$ cat config.mk
export PLATFORM = sky130hd
export DESIGN_NAME = regfile_wb_arbiter
export DESIGN_NICKNAME = d
export VERILOG_FILES = /design/src/rtl/regfile_wb_arbiter.sv
export SDC_FILE = /design/constraint.sdc
export NUM_CORES = 1
export LEC_CHECK = 0
export ABC_CLOCK_PERIOD_IN_PS = 3660
export CAP_MARGIN = 5
export CORE_MARGIN = 2
export CORE_UTILIZATION = 47
export CTS_CLUSTER_SIZE = 14
export DETAILED_ROUTE_END_ITERATION = 8
export PLACE_DENSITY = 0.92
export REMOVE_ABC_BUFFERS = 1
export SYNTH_ARGS = -nofsm -noshare
export SYNTH_HDL_FRONTEND = slang
export SYNTH_SLANG_ARGS = --single-unit
$ cat constraint.sdc
create_clock -name clk -period 3.66 [get_ports clk]
set_input_delay 0.732 -clock clk [delete_from_list [all_inputs] [get_ports clk]]
set_output_delay 0.732 -clock clk [all_outputs]
set_load 0.02 [all_outputs]
$ cat src/rtl/regfile_wb_arbiter.sv
// Two-slot write-back arbiter in front of a dual-port register file.
// Same-address collisions are serialised through a one-entry skid so slot 1 lands last.
module regfile_wb_arbiter #(
  parameter int CNT_W = 8
) (
  input  logic             clk,
  input  logic             reset,
  input  logic             flush,
  input  logic             req0_valid,
  input  logic [4:0]       req0_addr,
  input  logic [31:0]      req0_data,
  output logic             req0_ready,
  input  logic             req1_valid,
  input  logic [4:0]       req1_addr,
  input  logic [31:0]      req1_data,
  output logic             req1_ready,
  output logic             regWrite1,
  output logic             regWrite2,
  output logic [31:0]      writeData_1,
  output logic [31:0]      writeData_2,
  output logic [31:0]      decOut,
  output logic [31:0]      writeData_sel,
  output logic [31:0]      busy,
  output logic [CNT_W-1:0] conflict_cnt
);

  typedef enum logic [0:0] {
    SKID_EMPTY = 1'b0,
    SKID_FULL  = 1'b1
  } skid_state_t;

  skid_state_t state;

  logic        p1_valid, p2_valid;
  logic [4:0]  p1_addr, p2_addr, s_addr;
  logic [31:0] p1_data, p2_data, s_data;
  logic        s_valid;

  logic acc0, acc1, same_addr;
  logic load_p1, load_p2, load_s;

  // The skid's valid bit is the FSM state itself, so the two can never disagree.
  assign s_valid = (state == SKID_FULL);

  assign req1_ready = !s_valid;
  assign req0_ready = !(s_valid && (req0_addr == s_addr));

  assign acc0      = req0_valid && req0_ready;
  assign acc1      = req1_valid && req1_ready;
  assign same_addr = (req0_addr == req1_addr);

  // Address-0 requests are accepted but dropped; a collision diverts slot 1 into the skid.
  always_comb begin
    load_p1 = acc0 && (req0_addr != '0);
    load_s  = '0;
    load_p2 = '0;
    if (!s_valid && acc1 && (req1_addr != '0)) begin
      if (acc0 && same_addr) load_s  = 1'b1;
      else                   load_p2 = 1'b1;
    end
  end

  always_ff @(posedge clk) begin
    if (reset) begin
      state        <= SKID_EMPTY;
      p1_valid     <= 1'b0;
      p1_addr      <= '0;
      p1_data      <= '0;
      p2_valid     <= 1'b0;
      p2_addr      <= '0;
      p2_data      <= '0;
      s_addr       <= '0;
      s_data       <= '0;
      conflict_cnt <= '0;
    end else begin
      p1_valid <= 1'b0;
      p2_valid <= 1'b0;
      if (flush) begin
        state <= SKID_EMPTY;
      end else begin
        if (load_p1) begin
          p1_valid <= 1'b1;
          p1_addr  <= req0_addr;
          p1_data  <= req0_data;
        end
        case (state)
          SKID_EMPTY: begin
            if (load_s) begin
              state  <= SKID_FULL;
              s_addr <= req1_addr;
              s_data <= req1_data;
              if (conflict_cnt != '1) conflict_cnt <= conflict_cnt + 1'b1;
            end else if (load_p2) begin
              p2_valid <= 1'b1;
              p2_addr  <= req1_addr;
              p2_data  <= req1_data;
            end
          end
          SKID_FULL: begin
            state    <= SKID_EMPTY;
            p2_valid <= 1'b1;
            p2_addr  <= s_addr;
            p2_data  <= s_data;
          end
          default: state <= SKID_EMPTY;
        endcase
      end
    end
  end

  assign regWrite1   = p1_valid;
  assign regWrite2   = p2_valid;
  assign writeData_1 = p1_data;
  assign writeData_2 = p2_data;

  always_comb begin
    decOut        = '0;
    writeData_sel = '0;
    busy          = '0;
    for (int unsigned i = 1; i < 32; i++) begin
      decOut[i]        = (p1_valid && (p1_addr == i[4:0])) ||
                         (p2_valid && (p2_addr == i[4:0]));
      writeData_sel[i] = p2_valid && (p2_addr == i[4:0]);
      busy[i]          = decOut[i] || (s_valid && (s_addr == i[4:0]));
    end
  end

endmodule
; Word-level counts from Yosys, hierarchy flattened
; Cells that the tools add are included.
[word_totals]
ff_bits = 122
wordCells = 298
[op_classes]
add_sub_neg = 1
eq_ne = 98
muxes = 16
n_bitwise = 2
reduce_logical = 171
[op_table]
columns = op, n
row1 = 5-bit equality test (second input constant), 48
row2 = 5-bit by 4-bit equality test with 1-bit output (second input constant), 24
row3 = 1-bit logical AND, 100
row4 = 32-bit two-way mux, 2
row5 = 32-bit one-hot mux with 2 select lines, 1
row6 = 1-bit logical OR, 62
row7 = 5-bit by 3-bit equality test with 1-bit output (second input constant), 12
row8 = 5-bit by 2-bit equality test with 1-bit output (second input constant), 6
row9 = 5-bit by 1-bit equality test with 1-bit output (second input constant), 3
row10 = 5-bit equality test, 2
row11 = 5-bit two-way mux, 2
row12 = 5-bit one-hot mux with 2 select lines, 1
row13 = 5-bit nonzero test, 2
row14 = 8-bit by 1-bit adder with 8-bit output (second input constant), 1
row15 = 1-bit two-way mux, 8
row16 = 8-bit != test (second input constant), 1
row17 = 3-bit AND reduction, 2
row18 = 2-bit != test (second input constant), 2
row19 = 1-bit one-hot mux with 2 select lines, 2
row20 = 4-bit AND reduction, 1
row21 = 1-bit zero test, 2
row22 = 1-bit NOT, 2
row23 = 2-bit AND reduction, 1
row24 = 2-bit OR reduction, 1

; Longest topological paths before layout
; Gate-level depths: netlist (run 1).
[depth]
depth_word = 10
ltp_mapped = 8

; Least setup slack after synthesis (run 1)
; No wires, ideal clock.
[synth_path]
path_kind = flip-flop to output port
start = register p2_valid (netlist: regWrite2)
end = output port busy[12]
arrival_ps = 2053
required_time_ps = 2928
slack_ps = 875
path_stages_with_launch = 6
cell_sequence = dfxtp_1 nor2b_1 nand3_1 nor3_1 a41o_1 o21bai_1
[synth_between]
elab_chain_len = 3
[synth_rtl]
columns = element, line
row1 = start: declaration, 34  ; logic p1_valid, p2_valid;
row2 = start signal: assignment, 69  ; p2_valid <= 1'b0;
row3 = start signal: assignment, 77  ; p2_valid <= 1'b0;
row4 = start signal: assignment, 94  ; p2_valid <= 1'b1;
row5 = 1-bit logical AND, --
row6 = net writeData_sel[12], 22  ; output logic [31:0] writeData_sel,
row7 = 1-bit logical OR, 121  ; decOut[i] = (p1_valid && (p1_addr == i[4:0])) ||
row8 = net decOut[12], 21  ; output logic [31:0] decOut,
row9 = 1-bit logical OR, 124  ; busy[i] = decOut[i] || (s_valid && (s_addr == i[4:0]));
row10 = end: declaration, 23  ; output logic [31:0] busy,
; The timed path passes the listed nets, and every way through them passes these cells.

; Worst setup path in the final report (run 1)
[layout_path]
start = input port req0_addr[0]
end = output port req0_ready
[layout_between]
elab_chain_len = 3
[layout_rtl]
columns = element, line
row1 = start: declaration, 10  ; input logic [4:0] req0_addr,
row2 = 5-bit equality test, 46  ; assign req0_ready = !(s_valid && (req0_addr == s_addr));
row3 = 1-bit logical AND, 46
row4 = 1-bit zero test, 46
row5 = end: declaration, 12  ; output logic req0_ready,
; Every way passes these cells.

==> results.sh, run 1 <==
export IMPL_slew_violations=0
export IMPL_grt_pass1_wl_mm=33.1
export IMPL_period_share=0.933
export IMPL_fin_ws_ns=0.245
export IMPL_path_max_fanout=4
export IMPL_synthArstFlopShare=0
export IMPL_fin_util=0.736
export IMPL_drv_cap=0
export IMPL_dieArea_um2=14000
export IMPL_area_growth_pct=52.1
export IMPL_final_cells=1111
export IMPL_yosysUniqueCellTypes=55
export IMPL_vias=6641
export IMPL_dp_cells=1079
export IMPL_top_level_ports=251
export IMPL_ys_ff_latch=122
export IMPL_clk_path_buf_depth=2
export IMPL_cp_num_buf_inv=3
export IMPL_cp_slowest_cell="clkdlybuf4s50_1"
export IMPL_layout_common_cells="clkdlybuf4s50_1, dfxtp_1, nor2_1, nand4_1, a21oi_1"
export IMPL_via_per_inst=5.98
export IMPL_status="finished clean"
export IMPL_r2r_slack_ns=1.40
export IMPL_layout_area_seq_um2=2440
export IMPL_max_freq_mhz=293
export IMPL_hold_class="flop to flop"
export IMPL_detail_route_antenna_nets=0
export IMPL_dieHeight_um=118
export IMPL_crit_required_ns=2.93
export IMPL_regToRegStartpoint="s_addr[0]$_SDFFE_PP0P_"
export IMPL_rsz0062_at_grt="false"
export IMPL_period_needed_ns=3.41
export IMPL_arrival_ns=2.68
export IMPL_clock_root_buffer="clkbuf_16"
export IMPL_antenna_found_initial=0
export IMPL_syn_cell_area_um2=6130
export IMPL_max_stage_delay_ns=0.57
export IMPL_grt_max_degree=90
export IMPL_tightest_slew_ns=0.638
export IMPL_fin_tns_setup_ns=0
export IMPL_dpl_hpwl_mm=14.3
export IMPL_cp_end_kind="primary output"
export IMPL_cp_start_kind="input port"
export IMPL_drt_total_wl_mm=21.3
export IMPL_wl_per_cell_um=19.2
export IMPL_initial_core_util=0.484
export IMPL_rows=41
export IMPL_fill_cells=922
export IMPL_tritoncts="done"
export IMPL_final_common_cell="clkdlybuf4s50_1"
export IMPL_avgSynthCellArea_um2=8.60
export IMPL_cts_buffers=17
export IMPL_power_density_nw_per_um2=413
export IMPL_hold_violations=0
export IMPL_whs_path_depth=2
export IMPL_dieWidth_um=118
export IMPL_p_total_mw=3.85
export IMPL_vdd_drop_max_mv=0.328
export IMPL_antenna_cells=0
export IMPL_final_setup_viol_count=0
export IMPL_stdcell_area_um2=9330
export IMPL_clk_pin_slew_ns=0.05
export IMPL_hp_start="s_data[13]$_SDFFE_PP0P_"
export IMPL_r2r_end="writeData_1[5]$_SDFFE_PP0P_"
export IMPL_place_ws_ns=0.331
export IMPL_cp_top_family="buffers and inverters"
export IMPL_placed_area_um2=8640
export IMPL_p_leak_nw=3.41
export IMPL_drc=0
export IMPL_yosysWarnings=0
export IMPL_critPathKind="input port to primary output"
export IMPL_ys_seq_area_frac=0.398
export IMPL_clock_latency_ns=0.41
export IMPL_core_um2=12700
export IMPL_multiInputGateArea_um2=3220
export IMPL_grt_pass1_vias=6315
export IMPL_path_cells="clkdlybuf4s50_1 -> xnor2_1 -> nand4_1 -> nor3_1 -> inv_1 -> clkdlybuf4s50_1"
export IMPL_whs_ns=0.468
export IMPL_layout_drive_gt1_share=0.105
export IMPL_grtUsageTotal=0.291
export IMPL_io_buffers=247
export IMPL_synth_cells=713
export IMPL_hold_end="s_data[13]$_SDFFE_PP0P_"
export IMPL_crit_top_cell="clkdlybuf4s50_1"
export IMPL_clock_sinks=122
export IMPL_synth_edf_count=0
export IMPL_r2r_cells=6
export IMPL_maxSlewHeadroom=0.575
export IMPL_fin_skew_ns=0.0108
export IMPL_fin_nets=1006
export IMPL_htreeDepth=4
export IMPL_gp_congestion=0.928
export IMPL_post_cts_buffers=0
export IMPL_grt_overflow=0
export IMPL_ys_flop_type="dfxtp_1"
export IMPL_first_pass_iters=6
export IMPL_drt_initial_drc_count=564
[worst reg2reg max path, stage by stage (launching register included)]
cell and delay [ns]:
dfxtp_1 0.52, xnor2_1 0.17, nand4_1 0.23, o31ai_4 0.54
buf_12 0.31, mux2i_1 0.29, nor2_1 0.06
[state kept, by name, summed over array words and instances, names as in the netlist]
signal / flops
s_data: 32
writeData_1: 32
writeData_2: 32
conflict_cnt: 8
p1_addr: 5
p2_addr: 5
s_addr: 5
regWrite1: 1
regWrite2: 1
s_valid: 1
[cell usage after synthesis (8+ instances only)]
master | n | area share
clkbuf_1 | 37 | 0.023
o21bai_1 | 31 | 0.038
nand4_1 | 44 | 0.045
nand2_1 | 20 | 0.012
a21oi_1 | 41 | 0.033
inv_1 | 40 | 0.024
nand3_1 | 13 | 0.011
buf_4 | 8 | 0.0098
dfxtp_1 | 122 | 0.40
o221a_2 | 35 | 0.064
o22ai_1 | 28 | 0.029
mux2i_1 | 37 | 0.060
nor2b_1 | 10 | 0.010
o21ai_0 | 36 | 0.029
o31ai_1 | 39 | 0.048
nor2_1 | 79 | 0.048
buf_2 | 12 | 0.0098
[worst max path at each step]
stage / start / end / slack [ns] / cells past startpoint
2_1_floorplan: s_valid$_SDFF_PP0_ / p1_addr[0]$_SDFFE_PP0P_ / -0.94 / 4
3_3_place_gp: req0_addr[3] / req0_ready / 0.39 / 6
3_5_place_dp: req0_addr[2] / req0_ready / 0.33 / 6
4_1_cts: regWrite2$_SDFF_PP0_ / busy[4] / 0.16 / 6
5_1_grt: regWrite2$_SDFF_PP0_ / busy[4] / 0.10 / 6
6_report: req0_addr[0] / req0_ready / 0.25 / 6
[cells by family after synthesis]
kind of cell,Yosys count,share of synthesized area
AOI/OAI and AO/OA,224,0.265
xor gates and xnor gates,10,0.0143
adders and majority gates,1,0.00204
buffers and inverters,110,0.0822
DFF,122,0.398
muxes,42,0.0696
other,1,0.000612
and+or+nand+nor,203,0.168
[final cells by class]
class,instances,area share
Clock buffer,20,0.0490
Clock inverter,12,0.0235
Inverter,42,0.0169
Multi-Input combinational cell,483,0.345
Sequential cell,122,0.262
Tap cell,172,0.0231
Timing Repair Buffer,260,0.281
[where the power goes]
group	switching, mW	internal, mW
Clock	0.594	1.31
Sequential	0.0441	1.39
Combinational	0.269	0.250
[routing by layer]
layer	part of all wire	up-vias	global-route usage
li1	-	3061	-
met1	0.37	3129	0.329
met2	0.51	403	0.518
met3	0.086	48	0.0777
met4	0.025	0	0.115
met5	0	-	0
[timing repair]
| action | 4_1_cts | 5_1_grt |
|---|---|---|
| endpoints found under the setup margin | 0 | 2 |
| hold buffers | 0 | 0 |
| gates resized for setup | 0 | 2 |
Power figures use the tool's default switching activity.
==> run 2, diff against run 1 <==
--- a/config.mk
+++ b/config.mk
@@ -5,7 +5,6 @@
 export SDC_FILE = /design/constraint.sdc
 export NUM_CORES = 1
 export LEC_CHECK = 0
-export ABC_CLOCK_PERIOD_IN_PS = 3660
 export CAP_MARGIN = 5
 export CORE_MARGIN = 2
 export CORE_UTILIZATION = 47
==> results of run 2 <==
No change in the layout: final DEF, timing and power equal those of run 1.
==> run 3, diff against run 2 <==
--- a/config.mk
+++ b/config.mk
@@ -10,7 +10,8 @@
 export CORE_UTILIZATION = 47
 export CTS_CLUSTER_SIZE = 14
 export DETAILED_ROUTE_END_ITERATION = 8
-export PLACE_DENSITY = 0.92
+export HOLD_SLACK_MARGIN = 0.1
+export PLACE_DENSITY = 0.86
 export REMOVE_ABC_BUFFERS = 1
 export SYNTH_ARGS = -nofsm -noshare
 export SYNTH_HDL_FRONTEND = slang
==> run 3 against run 2 <==
Against the previous run: combinational power is essentially flat; global-route usage grew 1.7 points; hold slack gained 0.0037 ns; utilization shrank 0.21 points; sequential cell count is the same; largest power group unchanged; highest routed layer unchanged.
==> results.sh, run 3 (synthesis gave the netlist of run 1 again) <==
export IMPL_status="finished clean"
export IMPL_vias=6686
export IMPL_clk_path_buf_depth=2
export IMPL_cp_start_kind="flop"
export IMPL_stdcell_area_um2=9300
export IMPL_arrival_ns=2.77
export IMPL_path_max_fanout=7
export IMPL_post_cts_buffers=0
export IMPL_vdd_drop_max_mv=0.244
export IMPL_drc=0
export IMPL_grt_max_degree=86
export IMPL_period_needed_ns=3.51
export IMPL_rows=41
export IMPL_crit_required_ns=2.93
export IMPL_period_share=0.958
export IMPL_final_common_cell="clkdlybuf4s50_1"
export IMPL_r2r_cells=6
export IMPL_grt_overflow=0
export IMPL_cts_buffers=17
export IMPL_layout_common_cells="clkdlybuf4s50_1, dfxtp_1, nor2_1, nand4_1, a21oi_1"
export IMPL_clock_sinks=122
export IMPL_via_per_inst=6.02
export IMPL_dieArea_um2=14000
export IMPL_fin_skew_ns=0.0131
export IMPL_tritoncts="done"
export IMPL_detail_route_antenna_nets=0
export IMPL_dieWidth_um=118
export IMPL_wl_per_cell_um=19.8
export IMPL_fin_util=0.734
export IMPL_clk_pin_slew_ns=0.05
export IMPL_area_growth_pct=51.7
export IMPL_clock_latency_ns=0.42
export IMPL_fin_nets=1006
export IMPL_whs_path_depth=2
export IMPL_antenna_cells=0
export IMPL_drv_cap=0
export IMPL_antenna_found_initial=0
export IMPL_grt_pass1_wl_mm=34.8
export IMPL_drt_total_wl_mm=22.0
export IMPL_first_pass_iters=6
export IMPL_hold_end="s_data[3]$_SDFFE_PP0P_"
export IMPL_dpl_hpwl_mm=14.9
export IMPL_r2r_end="writeData_2[29]$_SDFFE_PP0P_"
export IMPL_max_freq_mhz=285
export IMPL_slew_violations=0
export IMPL_core_um2=12700
export IMPL_power_density_nw_per_um2=415
export IMPL_p_leak_nw=3.41
export IMPL_drt_initial_drc_count=687
export IMPL_tightest_slew_ns=0.601
export IMPL_hold_class="flop to flop"
export IMPL_placed_area_um2=8630
export IMPL_grtUsageTotal=0.308
export IMPL_io_buffers=247
export IMPL_top_level_ports=251
export IMPL_dieHeight_um=118
export IMPL_critPathKind="flop to primary output"
export IMPL_hp_start="s_data[3]$_SDFFE_PP0P_"
export IMPL_hold_violations=0
export IMPL_r2r_slack_ns=1.34
export IMPL_grt_pass1_vias=6576
export IMPL_maxSlewHeadroom=0.599
export IMPL_initial_core_util=0.484
export IMPL_cp_end_kind="primary output"
export IMPL_postCtsHoldBufs=0
export IMPL_htreeDepth=4
export IMPL_clock_root_buffer="clkbuf_16"
export IMPL_cts_resized_gates=0
export IMPL_rsz0062_at_grt="false"
export IMPL_layout_drive_gt1_share=0.102
export IMPL_gp_congestion=0.976
export IMPL_final_setup_viol_count=0
export IMPL_regToRegStartpoint="s_valid$_SDFF_PP0_"
run 3: how the worst max path moves through the flow:
stage	startpoint	to	slack [ns]	cells after the start
global placement	req0_addr[2]	req0_ready	0.32	6
detailed placement	req0_addr[2]	req0_ready	0.30	6
CTS	regWrite2$_SDFF_PP0_	busy[4]	0.18	6
global route	req0_addr[2]	req0_ready	0.03	6
finish	regWrite2$_SDFF_PP0_	busy[4]	0.15	6
floorplan	s_valid$_SDFF_PP0_	p1_addr[0]$_SDFFE_PP0P_	-0.94	4
run 3: routing by layer:
metal | GRT usage | part of all wire | up-vias
li1 | - | - | 3058
met1 | 0.347 | 0.37 | 3127
met2 | 0.546 | 0.51 | 438
met3 | 0.0700 | 0.083 | 63
met4 | 0.149 | 0.037 | 0
met5 | 0 | 0 | -
run 3: cell type report:
class,count,area (um2)
clock inverter,12,220
inverter,42,158
tap,172,215
fill,936,3370
multi-input combinational,483,3210
clock buffer,19,453
timing repair buffer,260,2610
sequential,122,2440
run 3: stage by stage:
stage	TNS, ns	std cells	worst slack (ns)	hold slack (ns)	total power, mW
3_5_place_dp	0	1079	0.297	0.461	1.97
6_report	0	1110	0.153	0.471	3.86
2_1_floorplan	-35.38	647	-0.938	0.442	1.68
3_3_place_gp	0	1079	0.318	0.455	1.96
5_1_grt	0	1110	0.0326	0.494	3.98
4_1_cts	0	1110	0.178	0.467	3.87
run 3: power breakdown:
group	leakage [nW]	internal, mW	switching [mW]
Combinational	2.08	0.249	0.270
Clock	0.329	1.31	0.607
Sequential	0.995	1.39	0.0446
Total	3.41	2.94	0.921
run 3: critical path: stages, from the launching register on:
cell and delay (ns):
dfxtp_1 0.48, nor2b_1 0.28, nand3_1 0.27, nor3_1 0.36, a31o_2 0.21, o21bai_1 0.12
clkdlybuf4s50_1 0.63
